**src/rtl/hazard_ctrl.sv**
```systemverilog
// Pipeline hazard/sequencing controller: load-use bubble, redirect flush,
// data-memory wait freeze and halt drain-and-stop, plus saturating event counters.
module hazard_ctrl #(
  parameter int unsigned REG_AW       = 4,
  parameter int unsigned DRAIN_CYCLES = 3,
  parameter int unsigned CNT_W        = 16
) (
  input  logic              clk,
  input  logic              rst,
  input  logic [REG_AW-1:0] id_rs1,
  input  logic [REG_AW-1:0] id_rs2,
  input  logic              id_uses_rs1,
  input  logic              id_uses_rs2,
  input  logic              id_halt,
  input  logic [REG_AW-1:0] ex_rd,
  input  logic              ex_mem_read,
  input  logic              ex_branch,
  input  logic              ex_taken,
  input  logic              ex_jump,
  input  logic              mem_req,
  input  logic              mem_ready,
  output logic              stall,
  output logic              flush,
  output logic              redirect,
  output logic              pc_en,
  output logic              ifid_en,
  output logic              freeze,
  output logic              halted,
  output logic [CNT_W-1:0]  stall_cnt,
  output logic [CNT_W-1:0]  flush_cnt
);

  localparam int unsigned DL_W = $clog2(DRAIN_CYCLES + 1);

  typedef enum logic [1:0] {
    RUN    = 2'd0,
    DRAIN  = 2'd1,
    HALTED = 2'd2
  } state_t;

  state_t            state_q, state_d;
  logic [DL_W-1:0]   drain_left_q, drain_left_d;
  logic              stall_inc, flush_inc;
  logic              wait_ev, redir_ev, lu_ev;

  // Hazard event decode
  assign wait_ev  = mem_req & ~mem_ready;
  assign redir_ev = (ex_branch & ex_taken) | ex_jump;
  assign lu_ev    = ex_mem_read & (ex_rd != '0) &
                    ((id_uses_rs1 & (id_rs1 == ex_rd)) |
                     (id_uses_rs2 & (id_rs2 == ex_rd)));

  // State register
  always_ff @(posedge clk) begin
    if (rst) begin
      state_q      <= RUN;
      drain_left_q <= '0;
    end else begin
      state_q      <= state_d;
      drain_left_q <= drain_left_d;
    end
  end

  // Next state and pipeline control; a memory wait freezes everything but HALTED
  always_comb begin
    state_d      = state_q;
    drain_left_d = drain_left_q;
    stall        = 1'b0;
    flush        = 1'b0;
    redirect     = 1'b0;
    pc_en        = 1'b0;
    ifid_en      = 1'b0;
    freeze       = 1'b0;
    stall_inc    = 1'b0;
    flush_inc    = 1'b0;
    if (rst) begin
      flush = 1'b1;
    end else begin
      case (state_q)
        RUN: begin
          if (wait_ev) begin
            freeze = 1'b1;
          end else if (redir_ev) begin
            flush     = 1'b1;
            redirect  = 1'b1;
            pc_en     = 1'b1;
            ifid_en   = 1'b1;
            flush_inc = 1'b1;
          end else if (lu_ev) begin
            stall     = 1'b1;
            stall_inc = 1'b1;
          end else if (id_halt) begin
            stall        = 1'b1;
            state_d      = DRAIN;
            drain_left_d = DL_W'(DRAIN_CYCLES);
          end else begin
            pc_en   = 1'b1;
            ifid_en = 1'b1;
          end
        end
        DRAIN: begin
          if (wait_ev) begin
            freeze = 1'b1;
          end else if (redir_ev) begin
            // Halt was on a wrong path: resume fetching at the target
            flush        = 1'b1;
            redirect     = 1'b1;
            pc_en        = 1'b1;
            ifid_en      = 1'b1;
            flush_inc    = 1'b1;
            state_d      = RUN;
            drain_left_d = '0;
          end else begin
            stall        = 1'b1;
            drain_left_d = drain_left_q - DL_W'(1);
            if (drain_left_q <= DL_W'(1)) begin
              state_d      = HALTED;
              drain_left_d = '0;
            end
          end
        end
        HALTED: begin
          stall = 1'b1;
        end
        default: begin
          state_d      = RUN;
          drain_left_d = '0;
        end
      endcase
    end
  end

  assign halted = (state_q == HALTED) & ~rst;

  // Saturating performance counters
  always_ff @(posedge clk) begin
    if (rst) begin
      stall_cnt <= '0;
      flush_cnt <= '0;
    end else begin
      if (stall_inc && (stall_cnt != '1)) stall_cnt <= stall_cnt + CNT_W'(1);
      if (flush_inc && (flush_cnt != '1)) flush_cnt <= flush_cnt + CNT_W'(1);
    end
  end

endmodule

```
**config.mk**
```make
export PLATFORM = sky130hd
export DESIGN_NAME = hazard_ctrl
export DESIGN_NICKNAME = d
export VERILOG_FILES = /design/src/rtl/hazard_ctrl.sv
export SDC_FILE = /design/constraint.sdc
export NUM_CORES = 1
export LEC_CHECK = 0
export ABC_AREA = 1
export BUFFER_PORTS_ARGS = -buffer_cell sky130_fd_sc_hd__buf_2
export CORE_MARGIN = 3
export CORE_UTILIZATION = 56
export CTS_CLUSTER_DIAMETER = 120
export DETAILED_ROUTE_END_ITERATION = 10
export GPL_ROUTABILITY_DRIVEN = 0
export PLACE_DENSITY = 0.86
export SLEW_MARGIN = 40
export SYNTH_ARGS = -nofsm -noshare
export SYNTH_HDL_FRONTEND = slang
export SYNTH_SLANG_ARGS = --single-unit
```
**constraint.sdc**
```tcl
create_clock -name clk -period 2.4 [get_ports clk]
set_input_delay 0 -clock clk [delete_from_list [all_inputs] [get_ports clk]]
set_output_delay 0 -clock clk [all_outputs]
set_load 0.05 [all_outputs]
```
# Word level (Yosys, flattened, before mapping)
# Index checks and enable logic that the tools add are counted.
dict set report totals {
  ff_bits 36
  input_bits 23
  wordCells 82
}
dict set report classes {
  add_sub_neg 3
  magnitude_cmp 1
  n_eq_ne 12
  muxes 43
  n_bitwise 12
  reduce_logical 7
}
# cell n
set ops {}
lappend ops {{$add A16 B1 Y16 const B} 2}
lappend ops {{$ne A16 B16 Y1 const B} 2}
lappend ops {{$mux W2} 14}
lappend ops {{$mux W1} 25}
lappend ops {{$pmux W2 S3} 2}
lappend ops {{$ne A2 B2 Y1 const B} 5}
lappend ops {{$eq A4 B4 Y1} 2}
lappend ops {{$and A1 B1 Y1} 7}
lappend ops {{$reduce_and A7 Y1} 1}
lappend ops {{$reduce_and A6 Y1} 1}
lappend ops {{$reduce_bool A4 Y1} 1}
lappend ops {{$ne A3 B3 Y1 const B} 1}
lappend ops {{$not A1 Y1} 3}
lappend ops {{$pmux W1 S3} 1}
lappend ops {{$eq A2 B1 Y1 const B} 1}
lappend ops {{$eq A2 B2 Y1 const B} 1}
lappend ops {{$le A2 B1 Y1 const B} 1}
lappend ops {{$logic_and A1 B1 Y1} 2}
lappend ops {{$logic_not A2 Y1} 1}
lappend ops {{$or A1 B1 Y1} 2}
lappend ops {{$pmux W1 S2} 1}
lappend ops {{$reduce_or A2 Y1} 1}
lappend ops {{$sub A2 B1 Y2 const B} 1}

# Longest topological paths before layout
dict set report logic_depth {
  word_depth 10
  mapped_depth 12
  mapped_depth_nobuf 12
}

# Worst setup path before layout
# Ideal clock, no wire load.
dict set report synth_path {
  kind {register -> output}
  startpoint {register state_q[0]}
  endpoint {output port pc_en}
  t_arrival_ns 2.144
  path_slack_ns 0.256
  path_stages_with_launch 5
  n_path_buf 1
  cell_sequence {dfxtp_1 > nor2_4 > nand3_1 > o21ai_0 > buf_4}
}
dict set report synth_via {
  elab_chain_cells 3
  word_cells_on_any_way 4
  cone_classes {1 x eq/ne; 2 x mux; 1 x reduce/logical}
}
# item line
set synth_lines {}
lappend synth_lines {{start, declared} 41} ;# state_t state_q, state_d;
lappend synth_lines {{start signal, assigned} 59} ;# state_q <= state_d;
lappend synth_lines {{$eq A2 B1 Y1 or $logic_not A2 Y1 (tied branches)} -}
lappend synth_lines {{$pmux W1 S2 *} -}
lappend synth_lines {{$mux W1 *} -}
lappend synth_lines {{end, declared} 25} ;# output logic pc_en,
# Mark *: on every way between the ends. The rest lies on a longest branch, timed or not.

# Worst setup path in the final report
dict set report layout_path {
  startpoint {register stall_cnt[0]}
  endpoint {register stall_cnt[7]}
}
dict set report layout_via {
  elab_chain_cells 2
  word_cells_on_any_way 3
  cone_classes {1 x add/sub; 1 x eq/ne; 1 x reduce/logical}
}
# item line
set layout_lines {}
lappend layout_lines {{start, declared} 29} ;# output logic [CNT_W-1:0] stall_cnt,
lappend layout_lines {{start signal, assigned} 141} ;# if (stall_inc && (stall_cnt != '1)) stall_cnt <= stall_cnt + CNT_W'(1);
lappend layout_lines {{parallel branches: the longest is 2 deep, another holds $add A16 B1 Y16} -}
# Parallel ways; which one is timed is not known.
# A chain may end at the register's enable or synchronous reset.

==> run summary <==
type of origin of the critical path -> flip-flop
Max FO, Critical Path -> 14
antenna viol nets, final -> 0
CP endpoint kind -> flip-flop
Antenna diodes -> 0
CTS tree -> yes
hold buffers post-CTS -> 0
setup TNS -> 0 ns
Cell variety after synth -> 37
Die Wd -> 69.3 µm
# rows -> 22
Fin. Hold Viols -> 0
Avg Vias per Cell -> 5.16
DRT Pass-1 Iters -> 4
wire per inst -> 11.0 µm
pin count of the biggest net entering global routing -> 26
io pins -> 62
RSZ-0062 raised after global routing -> false
CTS buffer count -> 5
sequential share of the synthesized area -> 32.1%
CTS sink cnt -> 36
Root Buffer -> clkbuf_8
PwrDens -> 468 nW/µm²
layout cells sized above 1 -> 24.8%
Syn. warnings -> 0
Tightest Pin Transition -> 0.396 ns
top cell type by total area after synthesis -> dfxtp_1
Setup Skew -> 0.00505 ns
setup violators final -> 0
worst skew pair latency -> 0.29 ns
GR Util All Layers -> 21.3%
DRC Markers -> 0
CTS max path bufs -> 2
DR vias -> 2368
CP Class -> flip-flop to flip-flop
period utilization -> 69.6%
Port Buffers -> 61
CTS resizes -> 0
Slew HR -> 73.6%
most frequent cells after synthesis -> nand2_1, nor2_1, inv_1, dfxtp_1
Nets -> 435
Iter 0 DRT Violations -> 118
Post-synth top flop -> dfxtp_1
fin util -> 70.8%
final setup margin -> 0.729 ns
pre-CTS setup slack -> 0.748 ns
Core Area -> 3770 µm²
Mean Syn Cell Area -> 6.48 µm²
synthesized instance count -> 347
post-CTS setup buffers -> 0
synthesis-stage register bit count -> 36
f_max -> 598 MHz
first-pass GRT wire length -> 8.63 mm
Reg clk slew, reported paths -> 0.07 ns
Initial Util -> 59.6%
share of the synthesized area in the top cell type -> 32.1%
share of synthesized registers carrying an async set or reset -> 0%
crit path time final -> 1.67 ns
Static Leak -> 0.00120 µW
post-DP HPWL -> 3.90 mm
most frequent cell after synthesis -> nand2_1
vias in the first global route -> 2061
H-Tree Depth -> 2
peak supply drop -> 359 µV
Req. time, crit path -> 2.62 ns
fillers -> 350
top cells by area, synth -> dfxtp_1, nand2_1, nor2_1
GRT overflow -> 0
max-slew violation count -> 0
Die Y -> 69.3 µm
Die ar. -> 4810 µm²
final WL -> 5.06 mm
mapped cell area -> 2250 µm²
worst path arrival time -> 1.89 ns
Hold WC Path Type -> input pin to flip-flop
status -> completed
Net Count, Synth -> 372
area grow syn2layout -> 18.9%
Post-synth EDFFs -> 0
MaxCap Viol Count -> 0
initial antenna violation count -> 0
[worst max-delay path, cell delays in order, from the launching register on]
cell	delay [ns]
dfxtp_1	0.37
ha_1	0.22
inv_1	0.08
nor3_4	0.23
nand4_2	0.16
nand4_4	0.23
nor2_1	0.10
nand2_1	0.07
nand2_1	0.05
nor2_1	0.10
[state kept, by name, indices dropped and copies added, names as in the netlist]
name and flops:
drain_left_q 2, stall_cnt 16, flush_cnt 16, state_q 2
[logic make-up after synthesis]
family | Yosys count | share of synthesized area, %
and+or+nand+nor | 205 | 43.2
DFF | 36 | 32.1
adders and majority gates | 2 | 1.11
xor gates and xnor gates | 3 | 1.17
AOI/OAI and AO/OA | 47 | 12.7
buffers and inverters | 54 | 9.80
[final timing paths]
check	to	startpoint	slack [ns]	cells after the start
worst min-delay path	state_q[0]$_SDFFE_PP0P_	rst	0.13	2
worst max register to register	stall_cnt[7]$_SDFFE_PP0P_	stall_cnt[0]$_SDFFE_PP0P_	0.73	9
worst max-delay path	stall_cnt[7]$_SDFFE_PP0P_	stall_cnt[0]$_SDFFE_PP0P_	0.73	9
worst min register to register	flush_cnt[14]$_SDFFE_PP0P_	flush_cnt[14]$_SDFFE_PP0P_	0.47	2
[layout by cell type (no fill, tap or decap), types with 5 or more instances in the layout]
master	n
dfxtp_1	36
nand2_1	78
clkbuf_8	6
a21oi_1	23
o21ai_0	10
nor2_1	60
inv_2	5
nand3_1	23
nor3_1	12
inv_1	42
buf_2	61
nand4_1	8
nor2_2	6
[area by class of cell]
type	instances	area, µm²	share of cell area (%)
clock buffer	8	90.1	3.37
inverter	48	181	6.79
multi-input combinational	257	1310	48.9
tap	48	60.1	2.25
sequential	36	721	27.0
timing repair buffer	62	313	11.7
[report_power, final]
| part | internal [µW] | switching (µW) | total [µW] |
|---|---|---|---|
| clock | 234 | 214 | 448 |
| sequential | 605 | 7.90 | 613 |
| combinational | 61.2 | 128 | 189 |
[per-layer routing]
metal	GRT usage [%]	vias up	share of wire [%]	routed length, µm
met2	36.2	48	48	2420
met3	5.22	6	5.4	273
met4	5.86	0	0.89	45
met5	0	-	0	0
li1	-	1242	-	-
met1	26.8	1072	46	2320
[through the flow]
stage                     area (µm²)  hold WS [ns]  cells  power, µW
after floorplan                 2250         0.235    347        767
after global routing            2670         0.158    459       1300
after global placement          2580         0.425    451        812
after detailed placement        2580         0.434    451        816
final                           2670         0.132    459       1250
after CTS                       2670         0.132    459       1260
Note: power is estimated with default switching activity, not from simulation.
